[src/rtl/vga_timing_monitor.sv]
// Sink-side VGA timing checker: measures line/frame geometry from HS/VS/RGB,
// counts lit lines per frame, and tracks lock / sticky timing-error status.
module vga_timing_monitor #(
  parameter int H_TOTAL  = 800,
  parameter int H_SYNC   = 96,
  parameter int V_TOTAL  = 525,
  parameter int V_SYNC   = 2,
  parameter int SYNC_POL = 0,
  parameter int CNT_W    = 12
) (
  input  logic             pixel_clk,
  input  logic             rst,
  input  logic             VGA_HS,
  input  logic             VGA_VS,
  input  logic [3:0]       VGA_R,
  input  logic [3:0]       VGA_G,
  input  logic [3:0]       VGA_B,
  input  logic             err_clr,
  output logic [CNT_W-1:0] h_total_meas,
  output logic [CNT_W-1:0] h_sync_meas,
  output logic [CNT_W-1:0] v_total_meas,
  output logic [CNT_W-1:0] v_sync_meas,
  output logic [CNT_W-1:0] lit_lines,
  output logic             frame_done,
  output logic             locked,
  output logic             timing_err
);

  localparam logic             INV       = (SYNC_POL == 0);
  localparam logic [CNT_W-1:0] CNT_MAX   = '1;
  localparam logic [CNT_W-1:0] H_TOTAL_C = CNT_W'(H_TOTAL);
  localparam logic [CNT_W-1:0] H_SYNC_C  = CNT_W'(H_SYNC);
  localparam logic [CNT_W-1:0] V_TOTAL_C = CNT_W'(V_TOTAL);
  localparam logic [CNT_W-1:0] V_SYNC_C  = CNT_W'(V_SYNC);

  function automatic logic [CNT_W-1:0] sat_inc(input logic [CNT_W-1:0] v);
    return (v == CNT_MAX) ? v : v + 1'b1;
  endfunction

  // Sync inputs are polarity-normalised before the synchronizer, so the
  // cleared state reads as "inactive" and reset release creates no edges.
  logic [13:0] in_raw;
  logic [13:0] in_s1;
  logic [13:0] in_s2;
  logic        hs_act_d;
  logic        vs_act_d;

  assign in_raw = {VGA_HS ^ INV, VGA_VS ^ INV, VGA_R, VGA_G, VGA_B};

  always_ff @(posedge pixel_clk or negedge rst) begin
    if (!rst) begin
      in_s1    <= '0;
      in_s2    <= '0;
      hs_act_d <= 1'b0;
      vs_act_d <= 1'b0;
    end else begin
      in_s1    <= in_raw;
      in_s2    <= in_s1;
      hs_act_d <= in_s2[13];
      vs_act_d <= in_s2[12];
    end
  end

  logic hs_act, vs_act, rgb_nz;
  logic hs_start, hs_end, vs_start, vs_end;

  assign hs_act   = in_s2[13];
  assign vs_act   = in_s2[12];
  assign rgb_nz   = |in_s2[11:0];
  assign hs_start = hs_act & ~hs_act_d;
  assign hs_end   = ~hs_act & hs_act_d;
  assign vs_start = vs_act & ~vs_act_d;
  assign vs_end   = ~vs_act & vs_act_d;

  // Horizontal measurement
  logic [CNT_W-1:0] h_cnt;
  logic [CNT_W-1:0] hs_w;
  logic             h_seen;
  logic             h_lost;
  logic             bad_now;

  assign h_lost  = (h_cnt == CNT_MAX) & ~hs_start;
  assign bad_now = (hs_start & h_seen & (sat_inc(h_cnt) != H_TOTAL_C)) |
                   (hs_end & h_seen & (hs_w != H_SYNC_C));

  always_ff @(posedge pixel_clk or negedge rst) begin
    if (!rst) begin
      h_cnt        <= '0;
      hs_w         <= '0;
      h_seen       <= 1'b0;
      h_total_meas <= '0;
      h_sync_meas  <= '0;
    end else begin
      if (hs_start) begin
        if (h_seen) h_total_meas <= sat_inc(h_cnt);
        h_cnt  <= '0;
        h_seen <= 1'b1;
      end else begin
        h_cnt <= sat_inc(h_cnt);
        if (h_lost) h_seen <= 1'b0;
      end
      if (hs_end) begin
        if (h_seen) h_sync_meas <= hs_w;
        hs_w <= '0;
      end else if (hs_act) begin
        hs_w <= sat_inc(hs_w);
      end
    end
  end

  // Vertical measurement in line units; an hs_start coincident with vs_start
  // is the closing line of the ending frame.
  logic [CNT_W-1:0] v_cnt;
  logic [CNT_W-1:0] lit_cnt;
  logic [CNT_W-1:0] vs_w;
  logic             v_seen;
  logic             line_lit;

  always_ff @(posedge pixel_clk or negedge rst) begin
    if (!rst) begin
      v_cnt        <= '0;
      lit_cnt      <= '0;
      vs_w         <= '0;
      v_seen       <= 1'b0;
      line_lit     <= 1'b0;
      v_total_meas <= '0;
      v_sync_meas  <= '0;
      lit_lines    <= '0;
    end else begin
      line_lit <= hs_start ? 1'b0 : (line_lit | rgb_nz);
      if (vs_start) begin
        if (v_seen) begin
          v_total_meas <= hs_start ? sat_inc(v_cnt) : v_cnt;
          lit_lines    <= (hs_start & line_lit) ? sat_inc(lit_cnt) : lit_cnt;
        end
        v_cnt   <= '0;
        lit_cnt <= '0;
        v_seen  <= 1'b1;
        vs_w    <= CNT_W'(hs_start);
      end else begin
        if (hs_start) begin
          v_cnt <= sat_inc(v_cnt);
          if (line_lit) lit_cnt <= sat_inc(lit_cnt);
        end
        if (vs_act & hs_start) vs_w <= sat_inc(vs_w);
        if (h_lost) v_seen <= 1'b0;
      end
      if (vs_end & v_seen) v_sync_meas <= vs_w;
    end
  end

  // Frame evaluation runs in the frame_done cycle, once the vertical
  // measurements of the closed frame are visible in their registers.
  logic       frame_bad;
  logic       frame_bad_eval;
  logic [1:0] good_run;
  logic       frame_good;
  logic       eval_bad;

  assign frame_good = ~frame_bad_eval & (v_total_meas == V_TOTAL_C) &
                      (v_sync_meas == V_SYNC_C);
  assign eval_bad   = frame_done & ~frame_good;

  always_ff @(posedge pixel_clk or negedge rst) begin
    if (!rst) begin
      frame_bad      <= 1'b0;
      frame_bad_eval <= 1'b0;
      frame_done     <= 1'b0;
      good_run       <= 2'd0;
      locked         <= 1'b0;
      timing_err     <= 1'b0;
    end else begin
      frame_done <= vs_start & v_seen;
      if (vs_start) begin
        frame_bad_eval <= frame_bad | bad_now;
        frame_bad      <= 1'b0;
      end else begin
        frame_bad <= frame_bad | bad_now;
      end
      if (h_lost | eval_bad) begin
        good_run <= 2'd0;
        locked   <= 1'b0;
      end else if (frame_done) begin
        good_run <= (good_run == 2'd2) ? 2'd2 : good_run + 2'd1;
        locked   <= (good_run != 2'd0);
      end
      if (h_lost | eval_bad) timing_err <= 1'b1;
      else if (err_clr)      timing_err <= 1'b0;
    end
  end

endmodule

[config.mk]
export PLATFORM = sky130hd
export DESIGN_NAME = vga_timing_monitor
export DESIGN_NICKNAME = d
export VERILOG_FILES = /design/src/rtl/vga_timing_monitor.sv
export SDC_FILE = /design/constraint.sdc
export NUM_CORES = 1
export LEC_CHECK = 0
export BUFFER_PORTS_ARGS = -buffer_cell sky130_fd_sc_hd__buf_4
export CORE_ASPECT_RATIO = 1.1
export CORE_MARGIN = 3
export CORE_UTILIZATION = 58
export CTS_CLUSTER_SIZE = 20
export DETAILED_ROUTE_END_ITERATION = 8
export PLACE_DENSITY = 0.8
export SYNTH_ARGS = -nofsm -noshare
export SYNTH_HDL_FRONTEND = slang
export SYNTH_SLANG_ARGS = --single-unit
[constraint.sdc]
create_clock -name pixel_clk -period 2.6 [get_ports pixel_clk]
set_input_delay 0.78 -clock pixel_clk [delete_from_list [all_inputs] [get_ports pixel_clk]]
set_output_delay 0.78 -clock pixel_clk [all_outputs]
set_load 0.01 [all_outputs]
Word-level counts from Yosys, hierarchy flattened. Cells that the tools add are included.

Input port bits: 17. Memories: 0. Bits in read-only memories: 0. Output and inout port bits: 63. Memory bits (writable): 0. Word-level logic and storage cells: 114. Register bits after elaboration: 160. Latch bits: 0.

Muxes and demuxes: 28. Magnitude comparators: 0. Multipliers: 0. Add/sub/neg operators: 6. Divide/modulo/power cells: 0. Bitwise operators: 29. Shift-type cells: 0. Equal/unequal tests: 12. Reduce and logical (&&, ||, !) cells: 16.

Operators with widths (count): 12-bit 2-to-1 mux (16); 12-bit by 1-bit adder with 12-bit output, second input constant (5); 12-bit equality test, second input constant (5); 2-bit nonzero test (9); 1-bit AND (16); 12-bit by 10-bit equality test with 1-bit output, second input constant (1); 12-bit by 2-bit equality test with 1-bit output, second input constant (1); 12-bit by 10-bit != test with 1-bit output, second input constant (1); 12-bit by 7-bit != test with 1-bit output, second input constant (1); 2-bit AND reduction (6); 12-bit OR reduction (1); 1-bit 2-to-1 mux (9); 1-bit NOT (9); 2-bit 2-to-1 mux (3); 2-bit != test, second input constant (2); 1-bit OR (4); 2-bit by 1-bit adder with 2-bit output, second input constant (1); 2-bit equality test, second input constant (1).

Logic depth before layout (Yosys ltp). Gate-level depths: netlist of the first run.

Word-level depth: 7. Mapped depth: 7. Depth with buffers taken out: 7.

Worst setup path before layout of the first run. No wires, ideal clock.

Path kind: reg2reg. Start point: register h_cnt[1]. End point: register frame_bad_eval. Path slack: 570 ps. Setup time: 141 ps. Arrival time: 1889 ps. Stages on the path, launching flop included: 8. Buffers on the path: 0. Clock period less this slack: 2030 ps. Data required time: 2459 ps. Path through: dfrtp_1 ha_1 nand4_2 nor3_4 mux2i_1 nand2_1 nor4_1 a31oi_1.

Cells in the longest elaborated chain, start to end: 6. Elaborated cells on any way between the ends: 7. Classes of those cells: add/sub (1); eq/ne (2); mux (1); bitwise (3).

Ends and longest elaborated chain: start: declaration (line 76) `logic [CNT_W-1:0] h_cnt;`; start signal: assignment (line 99) `h_cnt <= sat_inc(h_cnt);`; 12-bit by 1-bit adder with 12-bit output / 12-bit equality test (equally long branches) (line 37) `return (v == CNT_MAX) ? v : v + 1'b1;`; 12-bit 2-to-1 mux (*); 12-bit by 10-bit != test with 1-bit output (*) (line 83) `assign bad_now = (hs_start & h_seen & (sat_inc(h_cnt) != H_TOTAL_C)) |`; 1-bit AND (*) (line 83); 1-bit OR (*) (line 83); 1-bit OR (*) (line 175) `frame_bad_eval <= frame_bad | bad_now;`; end signal: assignment (line 175); end: declaration (line 155) `logic frame_bad_eval;`.

Every way passes the cells marked *; elsewhere a longest branch is shown, timed or not. A chain may end at the register's enable or synchronous reset.

Worst setup path in the final report of the first run.
Start point: register h_cnt[1]. End point: register frame_bad.

Cells in the longest elaborated chain, start to end: 7. Elaborated cells on any way between the ends: 8. Classes of those cells: add/sub (1); eq/ne (2); mux (2); bitwise (3).

Ends and longest elaborated chain: 12-bit by 1-bit adder with 12-bit output / 12-bit equality test (equally long branches) (line 37); 12-bit 2-to-1 mux (*); 12-bit by 10-bit != test with 1-bit output (*) (line 83); 1-bit AND (*) (line 83); 1-bit OR (*) (line 83); 1-bit OR (*) (line 178) `frame_bad <= frame_bad | bad_now;`; 1-bit 2-to-1 mux (*) (line 174) `if (vs_start) begin`; end signal: assignment (line 178); end: declaration (line 154) `logic frame_bad;`.

Marked as above.

==> results of run 1 <==
==> worst max-delay path by stage <==
stage | startpoint | endpoint | slack [ns] | depth (start not counted)
6_report | h_cnt[1]$_DFF_PN0_ | frame_bad$_DFF_PN0_ | 0.22 | 7
3_5_place_dp | h_cnt[1]$_DFF_PN0_ | frame_bad$_DFF_PN0_ | 0.13 | 7
3_3_place_gp | h_cnt[1]$_DFF_PN0_ | frame_bad_eval$_DFFE_PN0P_ | 0.39 | 7
5_1_grt | h_cnt[1]$_DFF_PN0_ | frame_bad_eval$_DFFE_PN0P_ | 0.02 | 7
4_1_cts | h_cnt[1]$_DFF_PN0_ | frame_bad$_DFF_PN0_ | 0.19 | 7
2_1_floorplan | h_cnt[1]$_DFF_PN0_ | frame_bad_eval$_DFFE_PN0P_ | 0.57 | 7
==> worst max-delay path, delay by kind of cell, from the launching register on <==
kind / cells / cell delay, ns
and+or+nand+nor: 4 / 1.03
DFF: 1 / 0.45
muxes: 1 / 0.37
adders and majority gates: 1 / 0.26
AOI/OAI and AO/OA: 1 / 0.14
==> per-stage QoR <==
stage               setup slack, ns  power (W)
CTS                           0.193    0.00602
global placement              0.395    0.00341
global route                 0.0179    0.00622
detailed placement            0.134    0.00345
floorplan                     0.570    0.00316
finish                        0.222    0.00599
==> layer usage <==
layer / global-route usage / vias up / wire length, um
li1: - / 2289 / -
met2: 0.379 / 159 / 7000
met3: 0.0628 / 27 / 883
met4: 0.0781 / 0 / 223
met5: 0 / - / 0
met1: 0.277 / 2319 / 5570
==> logic make-up (layout without fill, tap and decap cells) <==
group / Yosys count / in the layout
buffers and inverters: 45 / 143
adder cells (fa/ha/maj): 8 / 8
multiplexers: 31 / 31
flip-flops: 160 / 160
AND/OR/NAND/NOR: 250 / 250
AO/OA/AOI/OAI: 85 / 85
XOR/XNOR: 38 / 38
==> synthesized netlist by cell type, types with 2 or more instances <==
| master | instances |
|---|---|
| a211oi_1 | 2 |
| a21oi_1 | 13 |
| a31oi_1 | 5 |
| a41o_1 | 2 |
| and2_1 | 3 |
| and3_1 | 3 |
| and4_1 | 4 |
| buf_2 | 4 |
| clkbuf_1 | 17 |
| dfrtp_1 | 160 |
| ha_1 | 8 |
| inv_1 | 23 |
| mux2_2 | 18 |
| mux2i_1 | 12 |
| nand2_1 | 74 |
| nand2b_1 | 5 |
| nand3_1 | 28 |
| nand3b_1 | 2 |
| nand4_1 | 8 |
| nand4b_1 | 2 |
| nor2_1 | 78 |
| nor2b_1 | 2 |
| nor3_1 | 7 |
| nor3_2 | 4 |
| nor4_1 | 11 |
| o21ai_0 | 19 |
| o21ai_1 | 34 |
| or3_1 | 3 |
| or4_1 | 3 |
| xnor2_1 | 24 |
| xor2_1 | 14 |
==> layout make-up <==
cell class,instances,area (um2),share of cell area
sequential,160,4000,0.494
multi-input combinational,412,2500,0.309
timing repair buffer,88,702,0.0867
clock buffer,18,439,0.0542
tap,147,184,0.0227
clock inverter,14,180,0.0222
inverter,23,86.3,0.0107
==> placed cells by master (no fill, tap or decap), types with 4 or more instances in the layout <==
| cell type | n |
|---|---|
| nor3_1 | 7 |
| nor4_1 | 11 |
| nand3_1 | 28 |
| mux2_2 | 18 |
| xor2_1 | 14 |
| ha_1 | 8 |
| buf_4 | 84 |
| nor3_2 | 4 |
| xnor2_1 | 24 |
| o21ai_0 | 19 |
| mux2i_1 | 12 |
| nand2_1 | 74 |
| dfrtp_1 | 160 |
| nand2b_1 | 5 |
| and4_1 | 4 |
| clkbuf_16 | 17 |
| nor2_1 | 78 |
| clkinvlp_4 | 4 |
| o21ai_1 | 34 |
| a21oi_1 | 13 |
| inv_1 | 23 |
| nand4_1 | 8 |
| a31oi_1 | 5 |
==> power groups by stage <==
stage                     clock (W)  sequential (W)  combinational, W
after global placement            0         0.00284          0.000563
after global routing        0.00272         0.00284          0.000661
final                       0.00257         0.00282          0.000596
after detailed placement          0         0.00286          0.000588
after CTS                   0.00260         0.00282          0.000600
after floorplan                   0         0.00283          0.000328
==> flip-flops by register name, summed over array words and instances, names as in the netlist, 2 cells and up <==
signal,flops
lit_lines,12
h_sync_meas,12
hs_w,12
h_cnt,12
v_sync_meas,12
lit_cnt,12
v_total_meas,12
in_s1,14
good_run,2
in_s2,14
vs_w,12
v_cnt,12
h_total_meas,12
==> what timing repair did <==
item                       4_1_cts  5_1_grt
setup endpoints to repair        0        2
buffers inserted                 0        3
hold buffers                     0        0
==> impl_metrics.tcl, run 1 <==
set metrics [dict create \
    status "finished, final reports clean" \
    cp.required_ns 2.87 \
    ant_nets 0 \
    cts_made_buffers 17 \
    finClkSkew_ns 0.00701 \
    drtPass1Iterations 5 \
    setup_tns_ns 0 \
    netlist_top_cells_area "dfrtp_1 60%, nor2_1 4.4%, nand2_1 4.2%" \
    stdcell_count 862 \
    syn_nets 642 \
    post-route-util 0.732 \
    fillers 777 \
    rsz0062_at_grt "false" \
    placed_cells 827 \
    tritoncts "done" \
    swShare 0.254 \
    worstSetupPathType "reg2reg" \
    yosysTopAreaCell "dfrtp_1" \
    p_int_w 0.00447 \
    synth_top_family_by_area "simple AND/OR/NAND/NOR gates" \
    io_buffers 79 \
    r2r_start "h_cnt[1]$_DFF_PN0_" \
    place_area_um2 7460 \
    power.switching_w 0.00152 \
    clkSinkCount 160 \
    dieArea_um2 12800 \
    vias_per_cell 5.56 \
    grt_max_degree 62 \
    crit_path_start_kind "flop" \
    muxShareOfSynthArea 0.0500 \
    finalSetupViolCount 0 \
    fmax_mhz 421 \
    routedWlPerCell_um 15.9 \
    worst-path-max-fanout 8 \
    cap_violations 0 \
    syn2layout_area_growth_pct 21.3 \
    p_per_area_nw_per_um2 739 \
    synthCells 617 \
    postSynthAreaPerCell_um2 10.8 \
    die_w_um 108 \
    ctsResizeCount 0 \
    grt-ovfl-total 0 \
    min_path_type "in2async" \
    synth-simple-area-share 0.187 \
    finalCriticalPeriod_ns 2.38 \
    yosysSeqAreaShare 0.599 \
    drc 0 \
    core_um2 11100 \
    n_antenna_cell 0 \
    cts_root_buffer "clkbuf_16" \
    antenna_found_initial 0 \
    ctsLongestPathBuffers 2 \
    synth_edf_count 0 \
    h-tree-depth 4 \
    stdcell_area_um2 8100 \
    grtUsageTotal 0.225 \
    hold_viol_final 0 \
    synthAdderAreaFrac 0.0150 \
    hpwl_um 9150 \
    insertion_delay_ns 0.41 \
    rows 40 \
    synth_compound_area_frac 0.0729 \
    r2r_slack_ns 0.22 \
    endpoint_kind "flop" \
    clkTransAtPathRegs_ns 0.06 \
    cp_slowest_stage_delay_ns 0.45 \
    worstPathArrival_ns 2.65 \
    synth_warnings 0 \
    ys_types 56 \
    syn-cell-area_um2 6680 \
    ys.flop_type "dfrtp_1" \
    final_nets 727 \
    ys_ff_latch 160 \
    reg2reg_to "frame_bad$_DFF_PN0_" \
    wl_um 13700 \
    reg2reg_depth 7 \
    dieHeight_um 119 \
    max_slew_margin 0.496 \
    ir_worst_vdd_v 0.000464 \
    place.gp.congestion 0.919 \
    synth.top_cell.area_share 0.599 \
    floorplan.initialDensity 0.604 \
    via_count 4794 \
    grt_pass1_vias 4863 \
    power.leakage_nw 3.76 \
    layout-drive-gt1-share 0.214 \
    whs_ns 0.272 \
    seqPwrFrac 0.471 \
    tightest_slew_ns 0.754 \
    cp_slowest_cell "dfrtp_1" \
    period_share 0.915 \
    synth-xor-area-share 0.0498 \
    crit_chain "ha_1, nand4_2, nor3_4, mux2i_1, nand2_1, nor4_1, a211oi_1" \
    clkPwrFrac 0.429 \
    synth-async-reset-ratio 1.00 \
    io_pins 80 \
    final_max_slew_viol_count 0 \
    grt_pass1_wl_um 23000 \
    power_frac_comb 0.100 \
    drt_iter0_drc 294 \
]
(Power assumes the default switching activity.)
==> inputs of run 2 (changes only) <==
Settings changed: SETUP_SLACK_MARGIN from default to 0.5.
==> run 2 against run 1 <==
Utilization is 0.97 points higher. Flip-flop and latch count unchanged. Highest routed layer unchanged. Sequential power about the same. Sequential share of layout area fell by 0.57 points. Critical path type unchanged. Count of clock-buffer cells in the layout unchanged. Non-clock buffer count grew 3. Routed wire length rose by 2.9%. Cell area grew 1.3%.
==> impl_metrics.tcl, run 2 (same netlist as run 1, synthesis figures left out) <==
set metrics [dict create \
    status "finished, final reports clean" \
    io_pins 80 \
    r2r_slack_ns 0.52 \
    clkSinkCount 160 \
    finClkSkew_ns 0.00714 \
    top_layer "met4" \
    wl_met3_um 905 \
    crit_chain "or4b_4, nor4_4, nand4b_1, or4_4, a21oi_2" \
    rsz0062_at_grt "true" \
    vias_per_cell 5.61 \
    final_common_cell "dfrtp_1" \
    cp_slowest_stage_delay_ns 0.56 \
    r2r_start "v_total_meas[1]$_DFFE_PN0P_" \
    hpwl_um 9150 \
    cp.required_ns 2.94 \
    tritoncts "done" \
    routed-wl-met2_um 7380 \
    hold_viol_final 0 \
    fmax_mhz 482 \
    worstSetupPathType "reg2reg" \
    dieArea_um2 12800 \
    ir_worst_vdd_v 0.000464 \
    layout_common_cells "155 x dfrtp_1, 87 x buf_4, 78 x nor2_1, 73 x nand2_1, 34 x o21ai_1" \
    tightest_slew_ns 0.767 \
    cap_violations 0 \
    core_um2 11100 \
    finalCriticalPeriod_ns 2.08 \
    grt_pass1_wl_um 23100 \
    cts_made_buffers 17 \
    worstPathArrival_ns 2.42 \
    reg2reg_depth 5 \
    cp_slowest_cell "or4b_4" \
    max_slew_margin 0.484 \
    finalSetupViolCount 0 \
    layout-drive-gt1-share 0.241 \
    setup_tns_ns 0 \
    placed_cells 827 \
    largestRegisters "in_s1: 14 flops, in_s2: 14 flops" \
    reg2reg_to "locked$_DFFE_PN0P_" \
    multiInputGateArea_um2 2580 \
    endpoint_kind "flop" \
    fillers 748 \
    h-tree-depth 4 \
    path_delay_family "simple AND/OR/NAND/NOR gates" \
    routedWlPerCell_um 16.3 \
    stdcell_count 865 \
    crit_path_start_kind "flop" \
    antenna_found_initial 0 \
    grtUsageTotal 0.226 \
    ant_nets 0 \
    seq_area_um2 4010 \
    place.gp.congestion 0.919 \
    worst-path-max-fanout 2 \
    floorplan.initialDensity 0.604 \
    min_path_type "in2async" \
    grt-ovfl-total 0 \
    period_share 0.798 \
    grt_pass1_vias 4876 \
    clkTransAtPathRegs_ns 0.06 \
    n_antenna_cell 0 \
    dieHeight_um 119 \
    io_buffers 79 \
    via_count 4855 \
    rows 40 \
    worstPathBufferInverterCount 0 \
    drtPass1Iterations 5 \
    final_nets 730 \
    final_max_slew_viol_count 0 \
    grt_max_degree 62 \
    drt_iter0_drc 290 \
    met1_length_um 5560 \
    cts_root_buffer "clkbuf_16" \
    die_w_um 108 \
    insertion_delay_ns 0.41 \
    p_per_area_nw_per_um2 734 \
    wl_um 14100 \
    ctsLongestPathBuffers 2 \
    drc 0 \
    power.leakage_nw 3.78 \
    whs_ns 0.270 \
    syn2layout_area_growth_pct 22.9 \
]
[run 2: cell types whose count changed in the layout (fill, tap and decap cells not counted), moves of 2 or more]
cell / delta
nor4_1: -3
dfrtp_1: -5
dfrtp_2: +5
buf_4: +3
nor4_4: +2
[run 2: stage by stage]
step                power (W)   util  setup slack [ns]  cell area, um2
finish                0.00602  0.742             0.525            8210
global route          0.00626  0.742             0.429            8210
CTS                   0.00604  0.733             0.507            8110
detailed placement    0.00345  0.674             0.134            7460
global placement      0.00341  0.674             0.395            7460
floorplan             0.00316      -             0.570            6680
[run 2: metal layers]
metal,up-vias,global-route usage
met2,162,0.378
met5,-,0
met1,2380,0.280
met4,0,0.0821
li1,2289,-
met3,24,0.0634
[run 2: worst max path at each step]
| stage | from | to | slack [ns] | cells after the start |
|---|---|---|---|---|
| final | v_total_meas[1]$_DFFE_PN0P_ | locked$_DFFE_PN0P_ | 0.52 | 5 |
| after global routing | h_cnt[3]$_DFF_PN0_ | frame_bad_eval$_DFFE_PN0P_ | 0.43 | 6 |
| after CTS | v_total_meas[1]$_DFFE_PN0P_ | locked$_DFFE_PN0P_ | 0.51 | 5 |
| after detailed placement | h_cnt[1]$_DFF_PN0_ | frame_bad$_DFF_PN0_ | 0.13 | 7 |
| after global placement | h_cnt[1]$_DFF_PN0_ | frame_bad_eval$_DFFE_PN0P_ | 0.39 | 7 |
| after floorplan | h_cnt[1]$_DFF_PN0_ | frame_bad_eval$_DFFE_PN0P_ | 0.57 | 7 |
[run 2: power breakdown]
| part | switching, W | internal [W] | total [W] |
|---|---|---|---|
| registers | 0.000173 | 0.00266 | 0.00283 |
| clock network | 0.00102 | 0.00155 | 0.00257 |
| logic | 0.000348 | 0.000274 | 0.000622 |
[run 2: final cells by class]
class                           instances  area share
Clock buffer                           18      0.0535
Clock inverter                         14      0.0220
Inverter                               23      0.0105
Multi-Input combinational cell        412       0.315
Sequential cell                       160       0.489
Tap cell                              147      0.0224
Timing Repair Buffer                   91      0.0883
[run 2: repair_timing]
| action | CTS | global route |
|---|---|---|
| gates resized for setup | 5 | 15 |
| endpoints found under the setup margin | 2 | 23 |
| hold buffers | 0 | 0 |
| pin swaps | 1 | 5 |
| cloned | 0 | 0 |
| setup buffers | 1 | 5 |
